File: config.mk
export PLATFORM = sky130hd
export DESIGN_NAME = vend_change_ctrl_flat
export DESIGN_NICKNAME = d
export VERILOG_FILES = /design/src/rtl/vend_pkg.sv /design/src/rtl/vend_change_ctrl_if.sv /design/src/rtl/vend_coin_inv.sv /design/src/rtl/vend_change_ctrl.sv /design/src/flat_wrapper.sv
export SDC_FILE = /design/constraint.sdc
export NUM_CORES = 1
export LEC_CHECK = 0
export ABC_CLOCK_PERIOD_IN_PS = 7800
export CAP_MARGIN = 20
export CORE_ASPECT_RATIO = 1.5
export CORE_MARGIN = 10
export CORE_UTILIZATION = 45
export DETAILED_ROUTE_END_ITERATION = 10
export GPL_TIMING_DRIVEN = 1
export PLACE_DENSITY = 0.69
export SLEW_MARGIN = 20
export SYNTH_ARGS = -nofsm -noshare
export SYNTH_HDL_FRONTEND = slang
export SYNTH_HIERARCHICAL = 1
export SYNTH_SLANG_ARGS = --single-unit
File: constraint.sdc
create_clock -name clk -period 7.8 [get_ports clk]
set_input_delay 1.56 -clock clk [delete_from_list [all_inputs] [get_ports clk]]
set_output_delay 1.56 -clock clk [all_outputs]
set_load 0.05 [all_outputs]
File: src/rtl/vend_pkg.sv
// rtl/vend_pkg.sv - coin codes, coin values and FSM states for the change-payout sequencer
package vend_pkg;

  typedef enum logic [1:0] {
    COIN_N = 2'd0,
    COIN_D = 2'd1,
    COIN_Q = 2'd2
  } coin_e;

  typedef enum logic [1:0] {
    IDLE   = 2'd0,
    SELECT = 2'd1,
    EJECT  = 2'd2,
    DONE   = 2'd3
  } state_e;

  localparam int VAL_N = 5;
  localparam int VAL_D = 10;
  localparam int VAL_Q = 25;

endpackage

File: src/rtl/vend_change_ctrl_if.sv
// rtl/vend_change_ctrl_if.sv - change request and coin-eject handshakes
interface vend_change_ctrl_if #(
  parameter int AMT_W = 8
);
  import vend_pkg::*;

  logic             req_valid;
  logic             req_ready;
  logic [AMT_W-1:0] req_amount;
  logic             eject_valid;
  coin_e            eject_coin;
  logic             eject_ack;

  modport master (
    output req_valid, req_amount, eject_ack,
    input  req_ready, eject_valid, eject_coin
  );

  modport slave (
    input  req_valid, req_amount, eject_ack,
    output req_ready, eject_valid, eject_coin
  );

endinterface

File: src/rtl/vend_coin_inv.sv
// rtl/vend_coin_inv.sv - one denomination's coin counter: saturating refill plus single-coin decrement
module vend_coin_inv #(
  parameter int CNT_W = 8
) (
  input  logic             clk,
  input  logic             rst,
  input  logic             add_valid,
  input  logic [CNT_W-1:0] add_count,
  input  logic             dec,
  output logic [CNT_W-1:0] count
);

  logic [CNT_W:0]   sum;
  logic [CNT_W-1:0] sat;
  logic [CNT_W-1:0] count_nxt;

  // Saturate the refill first, then take the ejected coin out of the saturated value.
  always_comb begin
    sum       = {1'b0, count} + (add_valid ? {1'b0, add_count} : '0);
    sat       = sum[CNT_W] ? '1 : sum[CNT_W-1:0];
    count_nxt = (dec && (sat != '0)) ? sat - CNT_W'(1) : sat;
  end

  always_ff @(posedge clk) begin
    if (!rst) begin
      count <= '0;
    end else begin
      count <= count_nxt;
    end
  end

endmodule

File: src/rtl/vend_change_ctrl.sv
// rtl/vend_change_ctrl.sv - greedy change payout, one coin-eject command at a time
module vend_change_ctrl
  import vend_pkg::*;
#(
  parameter int AMT_W = 8,
  parameter int CNT_W = 8
) (
  input  logic               clk,
  input  logic               rst,
  vend_change_ctrl_if.slave  bus,
  input  logic               refill_valid,
  input  logic [1:0]         refill_coin,
  input  logic [CNT_W-1:0]   refill_count,
  output logic               done,
  output logic               short,
  output logic [AMT_W-1:0]   remaining,
  output logic [CNT_W-1:0]   inv_q,
  output logic [CNT_W-1:0]   inv_d,
  output logic [CNT_W-1:0]   inv_n
);

  localparam logic [AMT_W-1:0] AV_N = AMT_W'(VAL_N);
  localparam logic [AMT_W-1:0] AV_D = AMT_W'(VAL_D);
  localparam logic [AMT_W-1:0] AV_Q = AMT_W'(VAL_Q);

  state_e           state;
  state_e           state_nxt;
  coin_e            coin_r;
  coin_e            sel_coin;
  logic             sel_found;
  logic             short_r;
  logic [AMT_W-1:0] rem_r;
  logic             ack_hs;

  function automatic logic [AMT_W-1:0] coin_value(input coin_e c);
    case (c)
      COIN_Q:  return AV_Q;
      COIN_D:  return AV_D;
      default: return AV_N;
    endcase
  endfunction

  // Largest coin that fits and is in stock; the selector only sees registered inventory.
  always_comb begin
    sel_found = 1'b1;
    sel_coin  = COIN_N;
    if ((rem_r >= AV_Q) && (inv_q != '0)) begin
      sel_coin = COIN_Q;
    end else if ((rem_r >= AV_D) && (inv_d != '0)) begin
      sel_coin = COIN_D;
    end else if ((rem_r >= AV_N) && (inv_n != '0)) begin
      sel_coin = COIN_N;
    end else begin
      sel_found = 1'b0;
    end
  end

  assign ack_hs = (state == EJECT) && bus.eject_ack;

  always_ff @(posedge clk) begin
    if (!rst) begin
      state <= IDLE;
    end else begin
      state <= state_nxt;
    end
  end

  always_comb begin
    state_nxt = state;
    case (state)
      IDLE:    if (bus.req_valid) state_nxt = SELECT;
      SELECT:  state_nxt = sel_found ? EJECT : DONE;
      EJECT:   if (bus.eject_ack) state_nxt = SELECT;
      default: state_nxt = IDLE;
    endcase
  end

  always_comb begin
    bus.req_ready   = (state == IDLE);
    bus.eject_valid = (state == EJECT);
    bus.eject_coin  = coin_r;
    done            = (state == DONE);
    short           = short_r;
    remaining       = rem_r;
  end

  always_ff @(posedge clk) begin
    if (!rst) begin
      rem_r   <= '0;
      short_r <= 1'b0;
      coin_r  <= COIN_N;
    end else begin
      case (state)
        IDLE: begin
          if (bus.req_valid) begin
            rem_r   <= bus.req_amount;
            short_r <= 1'b0;
          end
        end
        SELECT: begin
          if (sel_found) begin
            coin_r <= sel_coin;
          end else begin
            short_r <= (rem_r != '0);
          end
        end
        EJECT: begin
          if (bus.eject_ack) begin
            rem_r <= rem_r - coin_value(coin_r);
          end
        end
        default: ;
      endcase
    end
  end

  vend_coin_inv #(.CNT_W(CNT_W)) u_inv_q (
    .clk       (clk),
    .rst       (rst),
    .add_valid (refill_valid && (refill_coin == COIN_Q)),
    .add_count (refill_count),
    .dec       (ack_hs && (coin_r == COIN_Q)),
    .count     (inv_q)
  );

  vend_coin_inv #(.CNT_W(CNT_W)) u_inv_d (
    .clk       (clk),
    .rst       (rst),
    .add_valid (refill_valid && (refill_coin == COIN_D)),
    .add_count (refill_count),
    .dec       (ack_hs && (coin_r == COIN_D)),
    .count     (inv_d)
  );

  vend_coin_inv #(.CNT_W(CNT_W)) u_inv_n (
    .clk       (clk),
    .rst       (rst),
    .add_valid (refill_valid && (refill_coin == COIN_N)),
    .add_count (refill_count),
    .dec       (ack_hs && (coin_r == COIN_N)),
    .count     (inv_n)
  );

endmodule
File: src/flat_wrapper.sv
// flat-port wrapper written by rule: the top's interface ports become plain ports
module vend_change_ctrl_flat import vend_pkg::*;
#(
  parameter int AMT_W = 8,
  parameter int CNT_W = 8
)
  (clk, rst, refill_valid, refill_coin, refill_count, done, short, remaining, inv_q, inv_d, inv_n, bus_req_valid, bus_req_amount, bus_eject_ack, bus_req_ready, bus_eject_valid, bus_eject_coin);
  vend_change_ctrl_if #(.AMT_W(AMT_W)) bus_i ();
  input  logic clk;
  input  logic rst;
  input  logic refill_valid;
  input  logic [1:0] refill_coin;
  input  logic [CNT_W-1:0] refill_count;
  output logic done;
  output logic short;
  output logic [AMT_W-1:0] remaining;
  output logic [CNT_W-1:0] inv_q;
  output logic [CNT_W-1:0] inv_d;
  output logic [CNT_W-1:0] inv_n;
  input wire logic [$bits(bus_i.req_valid)-1:0] bus_req_valid;
  input wire logic [$bits(bus_i.req_amount)-1:0] bus_req_amount;
  input wire logic [$bits(bus_i.eject_ack)-1:0] bus_eject_ack;
  output wire logic [$bits(bus_i.req_ready)-1:0] bus_req_ready;
  output wire logic [$bits(bus_i.eject_valid)-1:0] bus_eject_valid;
  output wire logic [$bits(bus_i.eject_coin)-1:0] bus_eject_coin;
  assign bus_i.req_valid = bus_req_valid;
  assign bus_i.req_amount = bus_req_amount;
  assign bus_i.eject_ack = bus_eject_ack;
  assign bus_req_ready = bus_i.req_ready;
  assign bus_eject_valid = bus_i.eject_valid;
  assign bus_eject_coin = bus_i.eject_coin;
  vend_change_ctrl #(.AMT_W(AMT_W), .CNT_W(CNT_W)) u_core (.clk(clk), .rst(rst), .bus(bus_i), .refill_valid(refill_valid), .refill_coin(refill_coin), .refill_count(refill_count), .done(done), .short(short), .remaining(remaining), .inv_q(inv_q), .inv_d(inv_d), .inv_n(inv_n));
endmodule
==> results of run 1 <==
==> cell usage after synthesis (4+ instances only) <==
cell type  count
nand3b_1       4
a21oi_2       10
a311oi_1       7
nand2b_1       4
nor2b_1        5
nor3_1        13
a211o_1        7
and2_1        25
fa_1           4
dfxtp_1       37
nand2_1       22
o21a_1         8
a31oi_1       17
o21ai_0       10
inv_1         21
xor2_1         9
a21o_1        16
a211oi_1       6
nor2_1        28
xnor2_1       10
nand4_1        9
ha_1          38
nor4_1         7
and3_1         9
a21oi_1        9
buf_2          4
nor3b_1        4
nand3_1       21
==> power by group through the flow <==
stage	Combinational [uW]	Clock [uW]	Sequential, uW
floorplan	252	0	296
global placement	401	0	239
detailed placement	408	0	239
CTS	411	234	235
global route	447	242	239
finish	412	229	235
==> flip-flops by register name, indices dropped and copies added (netlist names) <==
| register | count |
|---|---|
| u_core/u_inv_d/count | 8 |
| u_core/remaining | 8 |
| u_core/u_inv_n/count | 8 |
| u_core/u_inv_q/count | 8 |
| u_core/short | 1 |
| u_core/bus.eject_coin | 2 |
| u_core/state | 2 |
==> worst paths after layout <==
check                                          endpoint  slack [ps]  cells after the start                     from
worst max-delay path            u_core/u_inv_q/count[5]        2870                     14           refill_coin[0]
worst min-delay path                       u_core/short         490                      2             u_core/short
worst max register to register  u_core/u_inv_q/count[5]        4680                     11  u_core/u_inv_q/count[0]
worst min register to register             u_core/short         490                      2             u_core/short
==> worst register-to-register path, cell delays in order (launching register included) <==
cell and delay, ps:
dfxtp_1 340, ha_1 250, fa_1 420, a21o_1 230, a21oi_2 240, o21ai_2 170, nor2_1 260, ha_1 240
and2_0 150, nand4_2 290, and4_2 330, nor3_1 120
==> final cells by class <==
type | count | share of cell area [%]
multi-input cells | 371 | 62.29
repair buffers | 61 | 13.34
well taps | 105 | 2.881
clock inverters | 2 | 0.7684
clock buffers | 5 | 2.744
inverters | 21 | 1.729
flip-flops and latches | 37 | 16.25
==> metrics by stage <==
stage	cells	setup slack, ps
after floorplan	442	3594
after global placement	595	2666
after detailed placement	595	2624
after CTS	602	2892
after global routing	602	2658
final	602	2872
==> cells by family after synthesis <==
logic type | synth area share [%]
AO/OA/AOI/OAI | 26.21
XOR/XNOR | 4.441
adder cells (fa/ha/maj) | 14.82
buffers and inverters | 4.441
flip-flops | 19.77
multiplexers | 0.5342
AND/OR/NAND/NOR | 29.78
==> metal layers <==
layer  GRT usage, %  part of all wire (%)  vias to the layer above  wire (um)
met5              0                     0                        -          0
met4          6.260                   2.6                        0        276
met3          4.276                   6.3                       21        674
met2          29.20                    51                      112       5414
met1          18.46                    40                     1771       4322
li1               -                     -                     1790          -
==> results.txt, run 1 <==
Mapped Cells: 442
top-area cell type share of the netlist area: 19.77%
chip height: 131.8 um
global route overflow: 0
first-pass GRT wire length: 17330 um
dpl hpwl: 8431 um
Post-Syn Nets: 507
area of the multi-input gates: 2840 um^2
FF/Latch Area: 740.7 um^2
Main synth FF type: dfxtp_1
DP Area: 4399 um^2
CTS Sinks: 37
hold_buf cts: 0
crit path max fanout: 11
post-CTS sizing: 0
Vias: 3694
Slew HR: 51.95%
sw power: 357.8 uW
Root Buffer: clkbuf_16
delay-heaviest family, CP: simple AND/OR/NAND/NOR gates
run status: completed
sw frac: 40.83%
Worst path max stage delay: 490 ps
Arrival @ worst endpoint: 5140 ps
drt total wl: 10690 um
logic gate share of total power: 47.0%
critical path cell sequence: clkdlybuf4s50_1, and3b_1, and2_1, ha_1, fa_1, a21o_1, a21oi_2, o21ai_2, nor2_1, ha_1, and2_0, nand4_2, and4_2, nor3_1
I/O Buffers: 60
Async SR Flop Fraction: 0%
number of routed nets with antenna violations: 0
Max-Cap Viols: 0
Slowest cell on crit path: clkdlybuf4s50_1
Setup Fix Bufs, Post-CTS: 0
pwr/cell area: 192.2 nW/um^2
syn_area_per_cell: 8.478 um^2
register area share after synthesis: 19.77%
hold crit path type: register to register
Final setup viols: 0
core area: 8058 um^2
Reg power frac: 26.8%
CTS tree: yes
Min Clock Period, post-route: 4928 ps
total track usage: 16.68%
layout net count: 562
initial antenna violation count: 0
DRC: 0
peak supply drop: 0.1579 mV
RSZ-0062 raised after global routing: no
Via density: 6.136
Syn Std Cell Area: 3747 um^2
Worst EP required: 8010 ps
Clk pwr share: 26.1%
Slew Viols, Final: 0
First DRT Iteration DRCs: 177
Hold WS: 489.8 ps
synth top area cells: dfxtp_1 (20%), ha_1 (13%), and2_1 (4.2%), a21o_1 (3.2%), a31oi_1 (2.8%)
#FFs+latches synth: 37
GPL Wtd Cong: 0.8286
Top Ports: 61
Fin. Hold Viols: 0
clock buffer depth: 2
worst skew pair latency: 290 ps
Ys Warns: 6
router iterations before antenna repair: 4
# diodes: 0
crit path capture type: register
area delta synth->final: 21.67%
most frequent cells in the layout: clkdlybuf4s50_1 (60), ha_1 (38), dfxtp_1 (37), nor2_1 (28), and2_1 (25)
num rows: 40
CP bufs+invs: 1
Die Width: 94.51 um
share of cells above drive strength 1: 10.26%
Fmax: 202.9 MHz
Slew @ Worst Pin: 718.1 ps
CTS clk-pin slew, worst paths: 60 ps
clock skew: 10.57 ps
vias in the first global route: 3630
Post-synth EDFFs: 0
P_int: 518.5 uW
commonest non-fill, non-tap cell in the layout: clkdlybuf4s50_1
most used cell, CP: ha_1
startpoint types: input pin
WL/cell: 17.75 um
ratio of final minimum period to clock period: 63.17%
largest net degree at the start of global routing: 25
Leak: 0.001906 uW
Pwr Total: 876.3 uW
Post-Route Utilization: 56.58%
htree depth: 2
Die ar.: 12450 um^2
Filler cells: 740
post-route cell area: 4559 um^2
Initial Util: 46.51%
total CTS buffers: 5
Crit Path Class: input pin to register
post-synth top area cell: dfxtp_1
Yosys cell types: 65
Final TNS setup: 0 ps
(Power assumes the default switching activity.)
==> run 2, diff against run 1 <==
--- a/config.mk
+++ b/config.mk
@@ -5,7 +5,7 @@
 export SDC_FILE = /design/constraint.sdc
 export NUM_CORES = 1
 export LEC_CHECK = 0
-export ABC_CLOCK_PERIOD_IN_PS = 7800
+export ABC_CLOCK_PERIOD_IN_PS = 5100
 export CAP_MARGIN = 20
 export CORE_ASPECT_RATIO = 1.5
 export CORE_MARGIN = 10
==> constraint.sdc (replaced) <==
create_clock -name clk -period 5.1 [get_ports clk]
set_input_delay 1.02 -clock clk [delete_from_list [all_inputs] [get_ports clk]]
set_output_delay 1.02 -clock clk [all_outputs]
set_load 0.05 [all_outputs]
==> results.txt, run 2 (synthesized netlist as in run 1, its figures left out) <==
router iterations before antenna repair: 4 (unchanged)
worst reg-to-reg setup slack: 2010 ps (-2670 ps)
post-route cell area: 4538 um^2 (-0.47%)
drt total wl: 10570 um (-1.1%)
pwr/cell area: 284.7 nW/um^2 (+48%)
most frequent cells in the layout: clkdlybuf4s50_1 (60), ha_1 (38), dfxtp_1 (37), nor2_1 (28), and2_1 (25)
hold crit path type: register to register
vias in the first global route: 3570 (-1.7%)
post-CTS sizing: 0 (unchanged)
first-pass GRT wire length: 17150 um (-0.99%)
commonest non-fill, non-tap cell in the layout: clkdlybuf4s50_1
Pwr Total: 1292 uW (+47%)
num rows: 40 (unchanged)
Vias: 3614 (-2.2%)
peak supply drop: 0.2005 mV (+27%)
initial antenna violation count: 0 (unchanged)
layout net count: 562 (unchanged)
area delta synth->final: 21.10%
Crit Path Class: input pin to register
Arrival @ worst endpoint: 4580 ps (-560 ps)
Setup Fix Bufs, Post-CTS: 0 (unchanged)
number of routed nets with antenna violations: 0 (unchanged)
htree depth: 2 (unchanged)
CTS clk-pin slew, worst paths: 60 ps (about the same)
clock skew: 3.567 ps (-7.008 ps)
Slew @ Worst Pin: 714.0 ps (-4.069 ps)
Via density: 5.993 (-2.3%)
Initial Util: 46.51% (unchanged)
Fin. Hold Viols: 0 (unchanged)
GPL Wtd Cong: 0.8400 (+1.4%)
Max-Cap Viols: 0 (unchanged)
Hold Crit Depth: 2 (unchanged)
global route overflow: 0 (unchanged)
hold_buf cts: 0 (unchanged)
RSZ-0062 raised after global routing: no
Filler cells: 756 (+2.2%)
# diodes: 0 (unchanged)
FF/Latch Area: 740.7 um^2 (unchanged)
total CTS buffers: 5 (unchanged)
ratio of final minimum period to clock period: 85.68%
Slew Viols, Final: 0 (unchanged)
FF-to-FF End: u_core/u_inv_q/count[5]
Critical R2R Launch: u_core/u_inv_q/count[0]
Die ar.: 12450 um^2 (unchanged)
startpoint types: input pin
WHS Endpoint: u_core/short
chip height: 131.8 um (unchanged)
run status: completed
share of cells above drive strength 1: 10.24% (-0.021 points)
Final setup viols: 0 (unchanged)
origin of the worst min-delay path: u_core/short
DP Area: 4399 um^2 (unchanged)
clock buffer depth: 2 (unchanged)
Die Width: 94.51 um (unchanged)
CTS tree: yes
Final TNS setup: 0 ps (unchanged)
worst skew pair latency: 290 ps (about the same)
Root Buffer: clkbuf_16
crit path max fanout: 11 (unchanged)
dpl hpwl: 8411 um (-0.24%)
Min Clock Period, post-route: 4370 ps
CTS Sinks: 37 (unchanged)
Fmax: 228.8 MHz
Leak: 0.001896 uW (-0.47%)
WL/cell: 17.53 um (-1.2%)
I/O Buffers: 60 (unchanged)
core area: 8058 um^2 (unchanged)
First DRT Iteration DRCs: 157 (-11%)
Worst EP required: 5310 ps (-2700 ps)
crit path capture type: register
area of the multi-input gates: 2840 um^2 (unchanged)
largest net degree at the start of global routing: 18 (-28%)
Slew HR: 52.22% (+0.27 points)
Top Ports: 61 (unchanged)
total track usage: 16.76% (+0.076 points)
DRC: 0 (unchanged)
FF-to-FF path depth: 11 (unchanged)
[run 2: layout make-up]
cell class / instances / area share (%)
repair buffers: 61 / 13.40
clock buffers: 6 / 2.840
multi-input cells: 371 / 62.59
flip-flops and latches: 37 / 16.32
clock inverters: 2 / 0.2206
inverters: 21 / 1.737
well taps: 105 / 2.895
[run 2: metal layers]
metal | vias up | global-route usage (%) | routed length [um] | part of all wire (%)
li1 | 1794 | - | - | -
met1 | 1711 | 17.91 | 4324 | 41
met2 | 85 | 29.31 | 5340 | 51
met3 | 24 | 4.276 | 571 | 5.4
met4 | 0 | 7.930 | 336 | 3.2
met5 | - | 0 | 0 | 0
[run 2: worst max path at each step]
stage,cells past startpoint,to,slack [ps],startpoint
after global placement,14,u_core/u_inv_q/count[5],510,refill_coin[0]
after global routing,14,u_core/u_inv_d/count[5],430,refill_coin[1]
after detailed placement,14,u_core/u_inv_d/count[5],440,refill_coin[1]
after floorplan,14,u_core/u_inv_d/count[0],1430,refill_valid
final,14,u_core/u_inv_d/count[5],730,refill_coin[1]
after CTS,14,u_core/u_inv_d/count[5],710,refill_coin[1]
[run 2: critical path, cell delays in order]
cell and delay (ps):
clkdlybuf4s50_1 500, and3b_1 260, and2_1 180, ha_1 220
fa_1 420, a21o_1 220, a21oi_2 240, o21ai_2 170
nor2_1 250, ha_1 210, and2_0 140, nand4_2 290
and4_2 320, nor3_1 130
[run 2: stage by stage]
step	utilization [%]	hold WS [ps]	setup slack (ps)	cells
finish	56.32	487.8	730.1	603
global placement	54.60	477.1	512.8	595
floorplan	-	648.6	1434	442
global route	56.32	514.9	431.7	603
detailed placement	54.60	483.9	438.3	595
CTS	56.32	493.9	710.3	603
[run 2: report_power, final]
part	switching, uW	total (uW)	leakage (uW)	internal [uW]
Sequential	38.3	359	0.000303	320
Combinational	385	630	0.00152	245
Clock	124	304	0.0000706	180
Total	547	1290	0.00190	745
==> run 3, diff against run 2 <==
--- a/config.mk
+++ b/config.mk
@@ -5,7 +5,7 @@
 export SDC_FILE = /design/constraint.sdc
 export NUM_CORES = 1
 export LEC_CHECK = 0
-export ABC_CLOCK_PERIOD_IN_PS = 5100
+export ABC_CLOCK_PERIOD_IN_PS = 5300
 export CAP_MARGIN = 20
 export CORE_ASPECT_RATIO = 1.5
 export CORE_MARGIN = 10
==> constraint.sdc (replaced) <==
create_clock -name clk -period 5.3 [get_ports clk]
set_input_delay 1.06 -clock clk [delete_from_list [all_inputs] [get_ports clk]]
set_output_delay 1.06 -clock clk [all_outputs]
set_load 0.05 [all_outputs]
==> results.txt, run 3 (synthesized netlist as in run 1, its figures left out) <==
run status: completed
total track usage: 16.64% (-0.12 points)
layout net count: 562 (unchanged)
Root Buffer: clkbuf_16
RSZ-0062 raised after global routing: no
vias in the first global route: 3616 (+1.3%)
peak supply drop: 0.1731 mV (-14%)
DRC: 0 (unchanged)
global route overflow: 0 (unchanged)
routed metal-1 wirelength: 4406 um (+1.9%)
clock buffer depth: 2 (unchanged)
number of routed nets with antenna violations: 0 (unchanged)
area delta synth->final: 21.10% (unchanged)
initial antenna violation count: 0 (unchanged)
Routed met2 length: 5299 um (-0.77%)
Max-Cap Viols: 0 (unchanged)
Clk pwr share: 23.6% (about the same)
Initial Util: 46.51% (unchanged)
sw frac: 42.53% (+0.20 points)
Post-Route Utilization: 56.32% (unchanged)
WL/cell: 17.64 um (+0.59%)
Min Clock Period, post-route: 4465 ps
Filler cells: 763 (+0.93%)
Slew HR: 55.35% (+3.1 points)
hold_buf cts: 0 (unchanged)
P_int: 717.2 uW (-3.7%)
Top Ports: 61 (unchanged)
Final setup viols: 0 (unchanged)
crit path capture type: register
CP bufs+invs: 1 (unchanged)
Fmax: 224.0 MHz
Arrival @ worst endpoint: 4670 ps (+90 ps)
Worst EP required: 5510 ps (+200 ps)
post-CTS sizing: 0 (unchanged)
CTS tree: yes
startpoint types: input pin
# diodes: 0 (unchanged)
Via density: 6.058 (+1.1%)
share of cells above drive strength 1: 10.24% (unchanged)
Pwr Total: 1248 uW (-3.4%)
drt total wl: 10630 um (+0.59%)
Fin. Hold Viols: 0 (unchanged)
DR top layer: met4
num rows: 40 (unchanged)
hold crit path type: register to register
most frequent cells in the layout: clkdlybuf4s50_1 (60), ha_1 (38), dfxtp_1 (37), nor2_1 (28), and2_1 (25)
Reg power frac: 27.8% (about the same)
core area: 8058 um^2 (unchanged)
commonest non-fill, non-tap cell in the layout: clkdlybuf4s50_1
htree depth: 2 (unchanged)
total CTS buffers: 5 (unchanged)
Slowest cell on crit path: clkdlybuf4s50_1
GPL Wtd Cong: 0.8291 (-1.3%)
Vias: 3653 (+1.1%)
Die Width: 94.51 um (unchanged)
delay-heaviest family, CP: simple AND/OR/NAND/NOR gates
most used cell, CP: ha_1
dpl hpwl: 8381 um (-0.36%)
chip height: 131.8 um (unchanged)
worst skew pair latency: 290 ps (about the same)
routed wl met3: 653 um (+14%)
I/O Buffers: 60 (unchanged)
clock skew: 5.644 ps (+2.077 ps)
Leak: 0.001896 uW (unchanged)
ratio of final minimum period to clock period: 84.25%
Slew Viols, Final: 0 (unchanged)
post-route cell area: 4538 um^2 (unchanged)
critical path cell sequence: clkdlybuf4s50_1, and3b_1, and2_1, ha_1, fa_1, a21o_1, a21oi_2, o21ai_2, nor2_1, ha_1, and2_0, nand4_2, and4_2, nor3_1
pwr/cell area: 275.0 nW/um^2 (-3.4%)
First DRT Iteration DRCs: 166 (+5.7%)
largest net degree at the start of global routing: 25 (+7)
sw power: 530.8 uW (-2.9%)
Crit Path Class: input pin to register
first-pass GRT wire length: 17190 um (+0.24%)
DP Area: 4399 um^2 (unchanged)
Setup Fix Bufs, Post-CTS: 0 (unchanged)
router iterations before antenna repair: 4 (unchanged)
CTS clk-pin slew, worst paths: 60 ps (about the same)
CTS Sinks: 37 (unchanged)
Die ar.: 12450 um^2 (unchanged)
crit path max fanout: 11 (unchanged)
Slew @ Worst Pin: 667.2 ps (-46.75 ps)
Worst path max stage delay: 500 ps (about the same)
Final TNS setup: 0 ps (unchanged)
logic gate share of total power: 48.6% (about the same)
==> run 3: power groups by stage <==
stage / combinational [uW] / sequential [uW] / clock, uW
2_1_floorplan: 371 / 436 / 0
3_3_place_gp: 590 / 351 / 0
3_5_place_dp: 600 / 352 / 0
4_1_cts: 603 / 347 / 299
5_1_grt: 657 / 352 / 309
6_report: 606 / 347 / 295
==> run 3: final timing paths <==
check	start	end	slack, ps	cells past startpoint
worst max register to register	u_core/u_inv_q/count[0]	u_core/u_inv_q/count[5]	2220	11
worst min-delay path	u_core/short	u_core/short	490	2
worst max-delay path	refill_coin[1]	u_core/u_inv_d/count[5]	830	14
worst min register to register	u_core/short	u_core/short	490	2
==> run 3: stage by stage <==
stage | hold WS [ps] | instances | setup WS, ps
after floorplan | 648.6 | 442 | 1594
after global placement | 483.5 | 595 | 664.2
after detailed placement | 479.4 | 595 | 623.3
after CTS | 488.9 | 603 | 884.2
after global routing | 520.7 | 603 | 654.3
final | 485.6 | 603 | 834.9
==> run 3: layout make-up <==
type,count,area [um^2],share of cell area [%]
multi-input combinational,371,2840,62.59
timing repair buffer,61,608.1,13.40
tap,105,131.4,2.895
inverter,21,78.83,1.737
clock buffer,6,128.9,2.840
clock inverter,2,10.01,0.2206
sequential,37,740.7,16.32
==> run 3: metal layers <==
| layer | GRT usage [%] | vias to the layer above |
|---|---|---|
| met5 | 0 | - |
| met4 | 7.095 | 0 |
| met3 | 4.504 | 20 |
| met2 | 28.51 | 106 |
| met1 | 18.47 | 1731 |
| li1 | - | 1796 |
==> run 3: tightest hold or removal path, delay by kind of cell (launching register included) <==
kind / cells / cell delay [ps]
simple gates: 1 / 70
mux: 1 / 60
flops: 1 / 320
